--- config.mk ---
export PLATFORM = sky130hd
export DESIGN_NAME = tdc_burst_reader
export DESIGN_NICKNAME = d
export VERILOG_FILES = /design/src/rtl/tdc_rd_pkg.sv /design/src/rtl/tdc_rr_arbiter.sv /design/src/rtl/tdc_burst_reader.sv
export SDC_FILE = /design/constraint.sdc
export NUM_CORES = 1
export LEC_CHECK = 0
export ABC_AREA = 1
export CORE_MARGIN = 3
export CORE_UTILIZATION = 45
export CTS_BUF_LIST = sky130_fd_sc_hd__clkbuf_8
export DETAILED_ROUTE_END_ITERATION = 8
export GPL_TIMING_DRIVEN = 0
export PLACE_DENSITY = 0.88
export REMOVE_ABC_BUFFERS = 1
export SLEW_MARGIN = 0
export SYNTH_ARGS = -nofsm -noshare
export SYNTH_HDL_FRONTEND = slang
export SYNTH_HIERARCHICAL = 1
export SYNTH_SLANG_ARGS = --single-unit
--- constraint.sdc ---
create_clock -name clk -period 1.9 [get_ports clk]
set_clock_uncertainty 0.05 [all_clocks]
set_input_delay 0.475 -clock clk [delete_from_list [all_inputs] [get_ports clk]]
set_output_delay 0.475 -clock clk [all_outputs]
set_load 0.005 [all_outputs]
--- src/rtl/tdc_rd_pkg.sv ---
// Shared types and helpers for the TDC burst readout engine.
package tdc_rd_pkg;

  typedef enum logic [2:0] {
    ST_IDLE    = 3'd0,
    ST_ARB     = 3'd1,
    ST_SETUP   = 3'd2,
    ST_STROBE  = 3'd3,
    ST_RECOVER = 3'd4,
    ST_DONE    = 3'd5
  } tdc_rd_state_t;

  localparam int DATA_W_DEF = 28;
  localparam int ADDR_W_DEF = 4;

  // Channel index width, never narrower than one bit.
  function automatic int ch_width(input int n_ch);
    return (n_ch > 1) ? $clog2(n_ch) : 1;
  endfunction

endpackage

--- src/rtl/tdc_rr_arbiter.sv ---
// Combinational round-robin search: first requesting channel at or above ptr, with wrap.
module tdc_rr_arbiter
  import tdc_rd_pkg::*;
#(
  parameter int N_CH = 2
) (
  input  logic [N_CH-1:0]           req,
  input  logic [ch_width(N_CH)-1:0] ptr,
  output logic                      gnt_valid,
  output logic [ch_width(N_CH)-1:0] gnt_idx
);

  localparam int CH_W = ch_width(N_CH);

  logic [CH_W-1:0] cand_s;

  // Walk the channels starting at ptr and keep the first requester.
  always_comb begin
    gnt_valid = 1'b0;
    gnt_idx   = {CH_W{1'b0}};
    cand_s    = {CH_W{1'b0}};
    for (int k = 0; k < N_CH; k++) begin
      cand_s = CH_W'((int'(ptr) + k) % N_CH);
      if (!gnt_valid && req[cand_s]) begin
        gnt_valid = 1'b1;
        gnt_idx   = cand_s;
      end else begin
        gnt_valid = gnt_valid;
      end
    end
  end

endmodule

--- src/rtl/tdc_burst_reader.sv ---
// Round-robin burst reader for N_CH TDC FIFOs with programmable CSN/RDN timing.
// Optional build macro TDC_RD_ALUTRIG_EN adds the alu_trigger pulse output.
module tdc_burst_reader
  import tdc_rd_pkg::*;
#(
  parameter int DATA_W    = DATA_W_DEF,
  parameter int ADDR_W    = ADDR_W_DEF,
  parameter int N_CH      = 2,
  parameter int ADDR_BASE = 8,
  parameter int CSN_SETUP = 1,
  parameter int RDN_WIDTH = 2,
  parameter int RECOVERY  = 2,
  parameter int MAX_BURST = 16
) (
  input  logic                      clk,
  input  logic                      reset,
  input  logic                      rd_req,
  input  logic                      auto_mode,
  input  logic [N_CH-1:0]           ef,
  input  logic [DATA_W-1:0]         tdc_data,
  output logic [ADDR_W-1:0]         tdc_addr,
  output logic                      csn,
  output logic                      rdn,
  output logic                      out_valid,
  input  logic                      out_ready,
  output logic [DATA_W-1:0]         out_data,
  output logic [ch_width(N_CH)-1:0] out_ch,
  output logic                      busy,
  output logic                      burst_done
`ifdef TDC_RD_ALUTRIG_EN
  ,output logic                     alu_trigger
`endif
);

  localparam int CH_W   = ch_width(N_CH);
  localparam int PH_MAX = (CSN_SETUP > RDN_WIDTH) ? ((CSN_SETUP > RECOVERY) ? CSN_SETUP : RECOVERY)
                                                  : ((RDN_WIDTH > RECOVERY) ? RDN_WIDTH : RECOVERY);
  localparam int PH_W   = $clog2(PH_MAX + 1);
  localparam int CNT_W  = $clog2(MAX_BURST + 1);

  tdc_rd_state_t     state_r, next_state_s;
  logic [PH_W-1:0]   phase_r;
  logic [CNT_W-1:0]  word_cnt_r;
  logic [CH_W-1:0]   rr_ptr_r, sel_ch_r, gnt_idx_s;
  logic              gnt_valid_s, rd_req_d_r, req_edge_s, out_free_s, grant_fire_s, capture_s;
  logic              csn_nxt_s, rdn_nxt_s, busy_nxt_s, done_nxt_s;
  logic              csn_r, rdn_r, busy_r, burst_done_r, out_valid_r;
  logic [ADDR_W-1:0] tdc_addr_r;
  logic [DATA_W-1:0] out_data_r;
  logic [CH_W-1:0]   out_ch_r;

  tdc_rr_arbiter #(.N_CH(N_CH)) u_arb (
    .req       (~ef),
    .ptr       (rr_ptr_r),
    .gnt_valid (gnt_valid_s),
    .gnt_idx   (gnt_idx_s)
  );

  assign req_edge_s   = rd_req & ~rd_req_d_r;
  assign out_free_s   = ~out_valid_r | out_ready;
  assign grant_fire_s = (state_r == ST_ARB) & gnt_valid_s & out_free_s;
  assign capture_s    = (state_r == ST_STROBE) & (phase_r == PH_W'(RDN_WIDTH - 1));

  // State register.
  always_ff @(posedge clk) begin
    if (reset) begin
      state_r <= ST_IDLE;
    end else begin
      state_r <= next_state_s;
    end
  end

  // Next-state logic; an empty search wins over back-pressure so idle bursts still terminate.
  always_comb begin
    next_state_s = state_r;
    case (state_r)
      ST_IDLE:    if (req_edge_s || auto_mode) next_state_s = ST_ARB;
                  else next_state_s = ST_IDLE;
      ST_ARB:     if (!gnt_valid_s) next_state_s = ST_DONE;
                  else if (out_free_s) next_state_s = ST_SETUP;
                  else next_state_s = ST_ARB;
      ST_SETUP:   if (phase_r == PH_W'(CSN_SETUP - 1)) next_state_s = ST_STROBE;
                  else next_state_s = ST_SETUP;
      ST_STROBE:  if (capture_s) next_state_s = ST_RECOVER;
                  else next_state_s = ST_STROBE;
      ST_RECOVER: if (phase_r != PH_W'(RECOVERY - 1)) next_state_s = ST_RECOVER;
                  else if (word_cnt_r == CNT_W'(MAX_BURST)) next_state_s = ST_DONE;
                  else next_state_s = ST_ARB;
      ST_DONE:    next_state_s = ST_IDLE;
      default:    next_state_s = ST_IDLE;
    endcase
  end

  // Output decode from the upcoming state so the pins change on the transition edge.
  always_comb begin
    csn_nxt_s  = ~((next_state_s == ST_SETUP) | (next_state_s == ST_STROBE));
    rdn_nxt_s  = ~(next_state_s == ST_STROBE);
    busy_nxt_s = (next_state_s != ST_IDLE);
    done_nxt_s = (next_state_s == ST_DONE);
  end

  // Registered pins, datapath, counters and round-robin pointer.
  always_ff @(posedge clk) begin
    if (reset) begin
      rd_req_d_r   <= 1'b0;
      csn_r        <= 1'b1;
      rdn_r        <= 1'b1;
      busy_r       <= 1'b0;
      burst_done_r <= 1'b0;
      phase_r      <= {PH_W{1'b0}};
      word_cnt_r   <= {CNT_W{1'b0}};
      rr_ptr_r     <= {CH_W{1'b0}};
      sel_ch_r     <= {CH_W{1'b0}};
      tdc_addr_r   <= {ADDR_W{1'b0}};
      out_valid_r  <= 1'b0;
      out_data_r   <= {DATA_W{1'b0}};
      out_ch_r     <= {CH_W{1'b0}};
    end else begin
      rd_req_d_r   <= rd_req;
      csn_r        <= csn_nxt_s;
      rdn_r        <= rdn_nxt_s;
      busy_r       <= busy_nxt_s;
      burst_done_r <= done_nxt_s;
      phase_r      <= (next_state_s == state_r) ? phase_r + PH_W'(1) : {PH_W{1'b0}};
      if (grant_fire_s) begin
        tdc_addr_r <= ADDR_W'(ADDR_BASE) + ADDR_W'(gnt_idx_s);
        sel_ch_r   <= gnt_idx_s;
        rr_ptr_r   <= (gnt_idx_s == CH_W'(N_CH - 1)) ? {CH_W{1'b0}} : gnt_idx_s + CH_W'(1);
      end else begin
        tdc_addr_r <= tdc_addr_r;
      end
      if (capture_s) begin
        out_data_r  <= tdc_data;
        out_ch_r    <= sel_ch_r;
        out_valid_r <= 1'b1;
        word_cnt_r  <= word_cnt_r + CNT_W'(1);
      end else begin
        if (out_valid_r && out_ready) out_valid_r <= 1'b0;
        else out_valid_r <= out_valid_r;
        if (state_r == ST_DONE) word_cnt_r <= {CNT_W{1'b0}};
        else word_cnt_r <= word_cnt_r;
      end
    end
  end

`ifdef TDC_RD_ALUTRIG_EN
  logic alu_trigger_r;

  // Delayed burst_done, suppressed for bursts that read nothing.
  always_ff @(posedge clk) begin
    if (reset) begin
      alu_trigger_r <= 1'b0;
    end else begin
      alu_trigger_r <= (state_r == ST_DONE) && (word_cnt_r != {CNT_W{1'b0}});
    end
  end

  assign alu_trigger = alu_trigger_r;
`endif

  assign tdc_addr   = tdc_addr_r;
  assign csn        = csn_r;
  assign rdn        = rdn_r;
  assign out_valid  = out_valid_r;
  assign out_data   = out_data_r;
  assign out_ch     = out_ch_r;
  assign busy       = busy_r;
  assign burst_done = burst_done_r;

endmodule
== Yosys cells after proc, flatten, opt, wreduce, memory -nomap -nowiden ==
Cells that the tools add are included.
W data, S select, Z words.
Storage, ports and cells
  register bits: 51
  input port bits: 35
  output and inout bits: 38
  logic and storage cells: 76
Cells by class
  add/sub/neg operators: 5
  magnitude comparators: 2
  equal/unequal tests: 12
  multiplexer cells: 21
  bitwise operators: 12
  reductions and logical operators: 10
Operator list (count)
  $pmux W3 S5: 1
  $mux W1: 13
  $eq A3 B2 Y1 const B: 4
  $mux W3: 4
  $mux W5: 2
  $eq A3 B3 Y1 const B: 3
  $add A5 B1 Y5 const B: 1
  $eq A5 B5 Y1 const B: 1
  $not A1 Y1: 5
  $add A4 B1 Y4 const A: 1
  $and A1 B1 Y1: 4
  $lt A1 B2 Y1 const B: 2
  $reduce_bool A2 Y1: 2
  $eq A3 B1 Y1 const B: 1
  $eq A3 B3 Y1: 1
  $logic_not A3 Y1: 1
  $reduce_bool A3 Y1: 1
  $add A1 B1 Y1 const B: 2
  $add A2 B1 Y2 const B: 1
  $eq A2 B1 Y1 const B: 1
  $logic_and A1 B1 Y1: 2
  $logic_not A2 Y1: 1
  $mux W2: 1
  $ne A2 B1 Y1 const B: 1
  other kinds (5): 6

== Depth between registers and ports, before layout ==
Gate-level depths: netlist of run 1.
  depth in word-level cells: 12
  mapped depth: 10

== Modules after synthesis ==
Netlist of run 1, hierarchy kept.
By module, submodules not included
  tdc_burst_reader: times used 1, cells each 255, area each 1921.8 µm², seq. area each 960.9 µm²
  tdc_rr_arbiter: times used 1, cells each 4, area each 18.8 µm², seq. area each 0.0 µm²

== Worst setup path after synthesis of run 1 ==
Ideal clock, no wire load.
  path kind: input -> register
  start: input port ef[1]
  end: register phase_r[0]
  library setup time: 0.078 ns
  data arrival time: 1.273 ns
  required time: 1.772 ns
  setup slack: 0.499 ns
  stages on the path: 7
  cell sequence: inv_1 or2_1 nand2_1 nor2_1 a21oi_1 nand3_1 nor3_1
On the way
  longest elaborated chain between the ends: 12
  elaborated cells between the ends (all ways): 14
  those cells by class: eq/ne (1); mux (8); bitwise (2); reduce/logical (3)
Ends and longest elaborated chain
  start: declaration: RTL line tdc_burst_reader.sv:19  | input logic [N_CH-1:0] ef,
  $not A2 Y2 *: RTL line tdc_burst_reader.sv:53  | .req (~ef),
  $mux W1 (not written as such) (2 in series): RTL line tdc_rr_arbiter.sv:24  | if (!gnt_valid && req[cand_s]) begin
  $mux W1: RTL line tdc_rr_arbiter.sv:24
  $logic_not A1 Y1: RTL line tdc_rr_arbiter.sv:24
  $logic_and A1 B1 Y1: RTL line tdc_rr_arbiter.sv:24
  $mux W1 *: RTL line tdc_rr_arbiter.sv:24
  via gnt_valid_s: RTL line tdc_burst_reader.sv:45  | logic gnt_valid_s, rd_req_d_r, req_edge_s, out_free_s, grant_fire_s, capture_s;
  $mux W3 *: RTL line tdc_burst_reader.sv:79  | ST_ARB: if (!gnt_valid_s) next_state_s = ST_DONE;
  $pmux W3 S5 *: RTL line tdc_burst_reader.sv:76  | case (state_r)
  $eq A3 B3 Y1 *: RTL line tdc_burst_reader.sv:124  | phase_r <= (next_state_s == state_r) ? phase_r + PH_W'(1) : {PH_W{1'b0}};
  $not A1 Y1 (no line) *
  $reduce_or A2 Y1 (no line) *
  end signal: assignment: RTL line tdc_burst_reader.sv:110  | phase_r <= {PH_W{1'b0}};
  end signal: assignment: RTL line tdc_burst_reader.sv:124
  end: declaration: RTL line tdc_burst_reader.sv:42  | logic [PH_W-1:0] phase_r;
The timed path passes the listed nets; every way through them passes the cells marked *. The select of a mux whose other input is x is not followed.
A chain may end at the register's enable or synchronous reset.

== Worst setup path after layout of run 1 ==
  start: register tdc_addr_r[0] (netlist: tdc_addr[0])
  end: output port tdc_addr[0]
RTL lines
  start: declaration: RTL line tdc_burst_reader.sv:48  | logic [ADDR_W-1:0] tdc_addr_r;
  start signal: assignment: RTL line tdc_burst_reader.sv:114  | tdc_addr_r <= {ADDR_W{1'b0}};
  start signal: assignment: RTL line tdc_burst_reader.sv:126  | tdc_addr_r <= ADDR_W'(ADDR_BASE) + ADDR_W'(gnt_idx_s);
  start signal: assignment: RTL line tdc_burst_reader.sv:130  | tdc_addr_r <= tdc_addr_r;
  end: declaration: RTL line tdc_burst_reader.sv:21  | output logic [ADDR_W-1:0] tdc_addr,
No word-level cell between the ends.

==> results of run 1 <==
==> logic make-up after synthesis <==
group,synth area share
other,0.00193
AND/OR/NAND/NOR,0.248
adder cells (fa/ha/maj),0.0258
buffers and inverters,0.0851
flip-flops,0.495
AO/OA/AOI/OAI,0.144
==> placed cells by master (no fill, tap or decap) <==
cell	netlist	routed
nand4_1	2	2
o21bai_1	2	2
o21ai_0	10	10
nor3_1	4	4
dfxtp_1	48	48
inv_2	1	1
inv_1	20	20
or2_1	1	1
a21oi_1	40	40
buf_4	5	5
a31oi_1	1	1
nand3_1	7	7
nand2_2	2	2
nor3_4	1	2
buf_2	6	1
clkinv_4	0	1
nor2_1	14	13
clkdlybuf4s50_1	0	69
conb_1	1	2
clkbuf_8	0	6
nor2_2	2	3
nand2_4	0	1
ha_1	4	4
nand3_2	1	1
o21a_1	1	1
nand2_1	81	81
==> registers in the layout, summed over array words and instances, names as in the netlist <==
name / cells
out_data: 28
word_cnt_r: 5
state_r: 3
rr_ptr_r: 1
rd_req_d_r: 1
out_ch: 1
csn: 1
tdc_addr: 2
out_valid: 1
busy: 1
rdn: 1
phase_r: 2
burst_done: 1
==> report_power, final <==
group | leakage (uW) | switching, uW | internal, uW
Sequential | 0.000389 | 50.2 | 1060
Combinational | 0.000589 | 229 | 201
Clock | 0.0000473 | 332 | 290
Total | 0.00102 | 611 | 1560
==> area by class of cell <==
| class | count | area [um2] |
|---|---|---|
| fillers | 340 | 1310 |
| flip-flops and latches | 48 | 961 |
| multi-input cells | 177 | 848 |
| repair buffers | 75 | 733 |
| clock buffers | 6 | 82.6 |
| inverters | 21 | 78.8 |
| well taps | 50 | 62.6 |
| clock inverters | 1 | 8.76 |
==> repair_timing <==
item / CTS / global route
setup buffers: 2 / 3
gates cloned: 1 / 1
pin swaps: 1 / 2
setup endpoints to repair: 35 / 21
resized for setup: 2 / 1
==> worst paths after layout <==
kind,start,end,slack (ps)
hold / removal,phase_r[0]$_SDFF_PP0_,phase_r[0]$_SDFF_PP0_,420
setup reg to reg,state_r[0]$_SDFF_PP0_,word_cnt_r[4]$_SDFFE_PP0P_,190
setup / recovery,tdc_addr[0]$_SDFFE_PP0P_,tdc_addr[0],170
hold reg to reg,phase_r[0]$_SDFF_PP0_,phase_r[0]$_SDFF_PP0_,420
==> routing by layer <==
metal  vias up  track usage
li1        958            -
met3         6       0.0575
met1       843        0.239
met2        82        0.335
met5         -            0
met4         0       0.0647
==> cell usage after synthesis, types with 2 or more instances <==
library cell,number
nor2_1,14
nand2_1,81
ha_1,4
nand2_2,2
a21oi_1,40
nand3_1,7
clkbuf_1,4
o21ai_0,10
inv_1,20
dfxtp_1,48
o21bai_1,2
buf_2,6
nor3_1,4
buf_4,5
nor2_2,2
nand4_1,2
==> per-stage QoR <==
step | TNS, ps | power (uW) | instances
after detailed placement | -6980 | 1540 | 364
after global placement | -20310 | 1520 | 364
after global routing | 0 | 2290 | 378
after CTS | 0 | 2170 | 374
final | 0 | 2170 | 378
after floorplan | 0 | 1340 | 244
==> summary.txt, run 1 <==
Power
  – Maximum vdd drop: 0.568 mV
  – Power per cell area: approximately 780 mW/mm2
  – P_leak: 0.00102 uW

Worst hold path
  – Worst hold path type: reg2reg
  – WHS Path Cells: 1

Synthesis
  – Synth unique cells: 24
  – Synth Warn #: 6
  – Yosys reg bits: 48
  – Synthesized instance count: 259
  – EDFF count, synth: 0
  – Top cell type's share of synthesized area: 0.495
  – Synthesized area: 0.00194 mm2
  – Avg Cell Area, Syn: around 7.5 um2
  – Main synth FF type: dfxtp_1
  – Synth area leaders: dfxtp_1 50%, nand2_1 16%, a21oi_1 10%
  – Ys async rst share: 0
  – Post-synthesis sequential area ratio: 0.495
  – Yosys top cell by area: dfxtp_1

STA
  – Fin crit share: 0.913
  – RSZ-0062 raised after global routing: no
  – Rel. slew slack: 0.500
  – Worst-margin pin slew: 750 ps
  – Hold Slack: between 400 and 500 ps
  – Pins Over Slew Limit: 0
  – Setup-failing EPs final: 0
  – Fmax: a little under 600 MHz
  – Fin. Hold Viols: 0
  – Fin worst setup slack: 166 ps
  – Fin crit period: approximately 1700 ps

Global routing
  – Pin count of the biggest net entering global routing: 42
  – Initial antenna violation count: 0
  – Gr usage total: 0.197
  – First-pass GRT wire length: 8040 um
  – Vias in the first global route: ~1800
  – GRT overflow: 0

Placement
  – Port buffer count: 70
  – Post-place instance area: around 0.0026 mm2
  – Global placer's final weighted congestion: 0.884
  – Dpl hpwl: 3100 um
  – Pre-CTS setup slack: -423 ps

Routing
  – Via count: approximately 1900
  – Initial DRC count: 85
  – Met3 wire length: 370 um
  – ANT nets after route: 0
  – Detailed Route WL: just under 5000 um
  – Wire length on met2: 2520 um
  – DRC viols: 0
  – M1 WL: roughly 2000 um
  – Pre-Repair DR Iteration Count: 4
  – Vias per inst: approximately 5
  – Max layer used: met4
  – Routed len/inst: 13.1 um

Setup path
  – CP Max Fanout: 3
  – Instance count on the critical path: 1
  – Startpoint Class: flop
  – Critical path class: reg2out
  – Kind of end point of the critical path: primary output
  – Worst Path Buf+Inv: 1
  – Crit path largest cell delay: 520 ps
  – Slowest stage cell on the critical path: clkdlybuf4s50_1
  – Worst Path Arrival: about 1200 ps
  – Worst R2R Path Depth: 7
  – Required time worst endpoint: approximately 1400 ps
  – Cell type group with the largest total delay on the critical path: buffers and inverters
  – Crit path cell chain: clkdlybuf4s50_1

Floorplanning
  – Row cnt: 23
  – Core area: just over 0.004 mm2
  – Die area: slightly above 0.005 mm2
  – Die width: between 70 and 80 um
  – Die H: between 70 and 80 um
  – Top Ports: between 70 and 80
  – Initial Utilization: 0.475

Clocking
  – CTS tree: done
  – Max clock buf depth: 2
  – Clock latency on the worst-skew pair: 300 ps
  – CTS clock-pin slew for the worst setup and hold paths: approximately 80 ps
  – Hold Buf Count CTS: 0
  – Htree depth: 2
  – Root Buffer: clkbuf_8
  – # clock sinks: 48
  – CTS buffer count: 5

Final layout
  – Ant diodes: 0
  – Post-layout net count: ~370
  – Fin util: 0.679
  – Fraction of layout cells with a size suffix above 1: 0.0701
  – Area delta synth->final: 43.0%
  – Final Instance Area: roughly 0.0028 mm2

Run
  – Max Cap Viol: 0

Status
  – Outcome: finished, final reports clean
Power figures use the tool's default switching activity.
==> run 2, diff against run 1 <==
- CORE_UTILIZATION: 45 -> 40
- PLACE_DENSITY: 0.88 -> 0.81
- RECOVER_POWER: unset -> 25
==> run 2 against run 1 <==
Sequential power barely moved. Non-clock buffer count decreased by 2. Register-to-register slack about the same. Total power shrank 1.4%. Core utilization down 6.6 points. Worst setup slack better by 18 ps. Cell count grew 0.26%. Sequential share of layout area is 0.23 points higher. Highest routed layer unchanged.
==> summary.txt, run 2 (same netlist as run 1, synthesis figures left out) <==
Routing
  – Met3 wire length: 407 um (+10%)
  – Initial DRC count: 90 (+5.9%)
  – Detailed Route WL: 4900 um (-1.4%)
  – Routed len/inst: 12.9 um (-1.7%)
  – Max layer used: met4
  – Via count: 1882 (-0.37%)
  – Pre-Repair DR Iteration Count: 5 (+1)
  – Vias per inst: 4.97 (-0.63%)
  – Wire length on met2: 2330 um (-7.6%)
  – ANT nets after route: 0 (unchanged)
  – DRC viols: 0 (unchanged)
  – M1 WL: 2130 um (+5.0%)

Setup path
  – Startpoint Class: primary input
  – Kind of end point of the critical path: flop
  – Worst Path Arrival: 1890 ps (+680 ps)
  – Worst R2R Path Depth: 6 (-1)
  – Critical path class: in2reg
  – R2r setup slk: 200 ps (about the same)
  – Crit path cell chain: clkdlybuf4s50_1, inv_1, or2_1, nand2_2, nand2_1, nand3_1, nor2_1, nand2_1, nand2_1, nor3_1
  – Slowest stage cell on the critical path: clkdlybuf4s50_1
  – Reg2reg end: word_cnt_r[3]$_SDFFE_PP0P_
  – CP Max Fanout: 4 (+1)
  – Worst flop-to-flop path startpoint: state_r[0]$_SDFF_PP0_
  – Worst setup endpoint: phase_r[1]$_SDFF_PP0_
  – Most frequent CP cell: nand2_1
  – Crit path largest cell delay: 450 ps (-70 ps)
  – Crit path from: ef[1]
  – Required time worst endpoint: 2070 ps (+700 ps)

Run
  – Max Cap Viol: 0 (unchanged)

Global routing
  – Vias in the first global route: 1692 (-4.3%)
  – Pin count of the biggest net entering global routing: 42 (unchanged)
  – Initial antenna violation count: 0 (unchanged)
  – Gr usage total: 0.170 (-0.0269)
  – GRT overflow: 0 (unchanged)
  – First-pass GRT wire length: 7570 um (-5.8%)

Clocking
  – Max clock buf depth: 2 (unchanged)
  – Root Buffer: clkbuf_8
  – Clock latency on the worst-skew pair: 290 ps (about the same)
  – Htree depth: 2 (unchanged)
  – # clock sinks: 48 (unchanged)
  – CTS tree: done
  – CTS buffer count: 5 (unchanged)
  – CTS clock-pin slew for the worst setup and hold paths: 80 ps (about the same)
  – Hold Buf Count CTS: 0 (unchanged)

Final layout
  – Post-layout net count: 365 (-0.54%)
  – Final Instance Area: 0.00276 mm2 (-0.54%)
  – Layout Cells excl Fill: 379 (+0.26%)
  – Most frequent cells in the layout: 80 x nand2_1, 63 x clkdlybuf4s50_1, 47 x dfxtp_1
  – Fin util: 0.613 (-0.0663)
  – Fraction of layout cells with a size suffix above 1: 0.0642 (-0.00590)
  – Commonest non-fill, non-tap cell in the layout: nand2_1
  – Area delta synth->final: 42.2%
  – Ant diodes: 0 (unchanged)
  – Max reg flops: 28 (unchanged)

Placement
  – Global placer's final weighted congestion: 0.778 (-12%)
  – Placed cell count: 366 (+0.55%)
  – Post-place instance area: 0.00262 mm2 (about the same)
  – Port buffer count: 70 (unchanged)
  – Dpl hpwl: 2980 um (-3.8%)
  – Pre-CTS setup slack: -389 ps (+34.4 ps)

STA
  – Pins Over Slew Limit: 0 (unchanged)
  – Fin crit share: 0.903 (-0.00934)
  – Fin. Hold Viols: 0 (unchanged)
  – Hold Slack: 412 ps (-5.90 ps)
  – Rel. slew slack: 0.433 (-0.0674)
  – Fin worst setup slack: 183 ps (+17.8 ps)
  – RSZ-0062 raised after global routing: no
  – Setup-failing EPs final: 0 (unchanged)
  – Fmax: 583 MHz (+1.0%)
  – Worst-margin pin slew: 851 ps (+101 ps)
  – Fin crit period: 1720 ps (-17.8 ps)

Floorplanning
  – Top Ports: 73 (unchanged)
  – Die area: 0.00572 mm2 (+11%)
  – Row cnt: 24 (+4.3%)
  – Die width: 75.7 um (+5.6%)
  – Initial Utilization: 0.431 (-0.0441)
  – Die H: 75.7 um (+5.6%)
  – Core area: 0.00450 mm2 (+10%)

Worst hold path
  – Worst hold path type: reg2reg

Power
  – Power per cell area: 774 mW/mm2 (-0.88%)
  – Maximum vdd drop: 0.434 mV (-23%)
  – P_leak: 0.00103 uW (+0.48%)

Status
  – Outcome: finished, final reports clean
[run 2: cell types whose count changed in the layout (fill, tap and decap cells not counted), sizes merged]
| cell | change |
|---|---|
| clkdlybuf4s50 | -6 |
| buf | -3 |
| dlygate4sd3 | +6 |
| inv | +2 |
| clkinv | -1 |
| clkbuf | +1 |
[run 2: worst max-delay path: cells and delay by family]
| family | cells | cell delay (ps) |
|---|---|---|
| AND/OR/NAND/NOR | 8 | 920 |
| buffers and inverters | 2 | 490 |
[run 2: where the power goes]
group          switching (uW)  total (uW)  internal [uW]  leakage [uW]
combinational             222         415            193      0.000587
sequential               45.2        1110           1060      0.000389
clock                     325         612            287     0.0000538
[run 2: stage by stage]
stage | power, uW | TNS [ps]
detailed placement | 1530 | -6280
finish | 2140 | 0
floorplan | 1340 | 0
global placement | 1520 | -22130
CTS | 2160 | 0
global route | 2240 | 0
[run 2: area by class of cell]
type                            count  area, um2
Tap cell                           52       65.1
Timing Repair Buffer               73        731
Clock buffer                        6       82.6
Clock inverter                      2       7.51
Sequential cell                    48        962
Multi-Input combinational cell    177        833
Fill cell                         406       1740
Inverter                           21       78.8
[run 2: worst min path at each step]
stage,cells after the start,slack (ps),startpoint,to
3_5_place_dp,1,400,phase_r[0]$_SDFF_PP0_,phase_r[0]$_SDFF_PP0_
2_1_floorplan,1,380,phase_r[0]$_SDFF_PP0_,phase_r[0]$_SDFF_PP0_
3_3_place_gp,1,390,phase_r[0]$_SDFF_PP0_,phase_r[0]$_SDFF_PP0_
4_1_cts,1,420,phase_r[0]$_SDFF_PP0_,phase_r[0]$_SDFF_PP0_
6_report,1,410,phase_r[0]$_SDFF_PP0_,phase_r[0]$_SDFF_PP0_
5_1_grt,2,430,out_data[13]$_SDFFE_PP0P_,out_data[13]$_SDFFE_PP0P_
[run 2: routing by layer]
metal / global-route usage / up-vias
li1: - / 953
met1: 0.202 / 857
met2: 0.287 / 68
met3: 0.0633 / 4
met4: 0.0524 / 0
met5: 0 / -
[run 2: what timing repair did]
action,CTS,global route
buffers inserted,2,1
cloned,1,1
pin swaps,1,1
gates resized for setup,2,3
endpoints found under the setup margin,35,8
==> RTL edit, RTL diff (flow settings as in run 2) <==
Build with the macro `TDC_RD_ALUTRIG_EN` defined.
--- a/src/rtl/tdc_burst_reader.sv
+++ b/src/rtl/tdc_burst_reader.sv
@@ -2,2 +2,4 @@
 // Optional build macro TDC_RD_ALUTRIG_EN adds the alu_trigger pulse output.
+`define TDC_RD_ALUTRIG_EN
+
 module tdc_burst_reader
Check against the original RTL (old outputs only; new: alu_trigger): equivalent (equiv_simple and equiv_induct, registers matched by name and starting in step).
==> RTL edit against run 2 <==
  * Worst setup slack got worse by 0.095 ns
  * Area after synthesis increased by 0.77%
  * Wire length fell by 2.0%
  * Power shrank 0.12%
  * Maximum frequency fell by 5.2%
  * Final area rose by 2.9%
  * Sequential cell count grew 1
  * Critical path type unchanged
  * Critical endpoint is now busy$_SDFF_PP0_
  * Largest cell class unchanged
  * Largest power group unchanged
==> RTL edit: results (changes against run 2) <==
* Status: complete, no violations
* WP data arrival at 1.91 ns (+0.02 ns)
* First DRT Iteration DRCs at 207 (+130%)
* Vias in the first global route at 1644 (-2.8%)
* Drt wl/cell at 12.03 um (-6.9%)
* Switching Power at 0.6018 mW (+1.6%)
* First-pass GRT wire length at 7652 um (+1.1%)
* VDD IR max at 0.0003456 V (-20%)
* DRT Pass-1 Iters at 4 (-1)
* I/O Buffers at 71 (+1.4%)
* Crit Path Max Fanout at 5 (+1)
* Worst min path class: flip-flop to flip-flop
* DP HPWL at 3012 um (+1.1%)
* Clock buffer depth at 2 (unchanged)
* Commonest cells in the synthesized netlist: nand2_1, dfxtp_1, a21oi_1
* Share of layout cells above drive strength 1 at 7.784% (+1.4 points)
* Synth area leaders: dfxtp_1, nand2_1, a21oi_1
* Post-DR vias/cell at 4.724 (-4.9%)
* Register area share after synthesis at 50.16% (+0.64 points)
* LEAKAGE at 1.048 nW (+1.8%)
* Max incr delay on CP at 0.47 ns (+0.02 ns)
* Layout Nets at 372 (+1.9%)
* Root buf cell: clkbuf_8
* Pre-CTS setup slack at -0.8249 ns (-0.4363 ns)
* GR Util All Layers at 16.18% (-0.86 points)
* Slew HR at 45.49% (+2.2 points)
* Final Wtd Congestion at 0.7523 (-3.3%)
* Ys flop type: dfxtp_1
* Reg clk slew, reported paths at around 0.09 ns
* Max reg flops at 28 (unchanged)
* Largest net degree at the start of global routing at 41 (-2.4%)
* Cell family with most CP delay: simple AND/OR/NAND/NOR gates
* Placed cell area at 2664 um^2 (+1.7%)
==> RTL edit: kinds of logic (layout without fill, tap and decap cells) <==
| logic type | count (synthesis) | count (layout) | share of synthesized area, % |
|---|---|---|---|
| AO/OA/AOI/OAI | 51 | 51 | 13.37 |
| adder cells (fa/ha/maj) | 4 | 4 | 2.559 |
| buffers and inverters | 37 | 109 | 8.637 |
| flip-flops | 49 | 49 | 50.16 |
| other | 1 | 2 | 0.1918 |
| AND/OR/NAND/NOR | 118 | 119 | 25.08 |
==> RTL edit: final timing paths <==
kind / from / endpoint / slack [ns] / cells past startpoint
hold / removal: phase_r[0]$_SDFF_PP0_ / phase_r[0]$_SDFF_PP0_ / 0.41 / 1
setup reg to reg: phase_r[1]$_SDFF_PP0_ / word_cnt_r[4]$_SDFFE_PP0P_ / 0.21 / 8
setup / recovery: ef[0] / busy$_SDFF_PP0_ / 0.09 / 10
hold reg to reg: phase_r[0]$_SDFF_PP0_ / phase_r[0]$_SDFF_PP0_ / 0.41 / 1
==> RTL edit: per-stage QoR <==
step	utilization, %	std cells
6_report	62.67	399
5_1_grt	62.67	399
4_1_cts	61.18	392
3_5_place_dp	58.75	383
3_3_place_gp	58.86	383
2_1_floorplan	-	247
==> RTL edit: layer usage <==
layer | track usage, % | part of all wire [%] | wire length [um] | vias to the layer above
li1 | - | - | - | 967
met1 | 19.45 | 41 | 1991 | 840
met2 | 26.68 | 49 | 2364 | 73
met3 | 6.754 | 8.6 | 413 | 5
met4 | 4.348 | 0.65 | 31 | 0
met5 | 0 | 0 | 0 | -
==> RTL edit: cell type report <==
class,instances,area [um^2]
repair buffers,78,758.2
clock buffers,5,68.82
flip-flops and latches,49,980.9
multi-input cells,176,845.8
fillers,404,1693
well taps,65,81.33
inverters,23,91.34
clock inverters,3,15.01
==> RTL edit: timing repair <==
item / CTS / global route
cloned: 1 / 0
pin swaps: 1 / 6
hold endpoints to repair: 0 / 0
setup buffers: 0 / 7
gates resized for setup: 3 / 4
setup endpoints to repair: 40 / 36
==> RTL edit: power groups by stage <==
stage | clock network [mW] | registers, mW | logic (mW)
5_1_grt | 0.649 | 1.15 | 0.450
3_3_place_gp | 0 | 1.15 | 0.363
6_report | 0.593 | 1.14 | 0.405
4_1_cts | 0.600 | 1.13 | 0.384
3_5_place_dp | 0 | 1.15 | 0.369
2_1_floorplan | 0 | 1.14 | 0.191
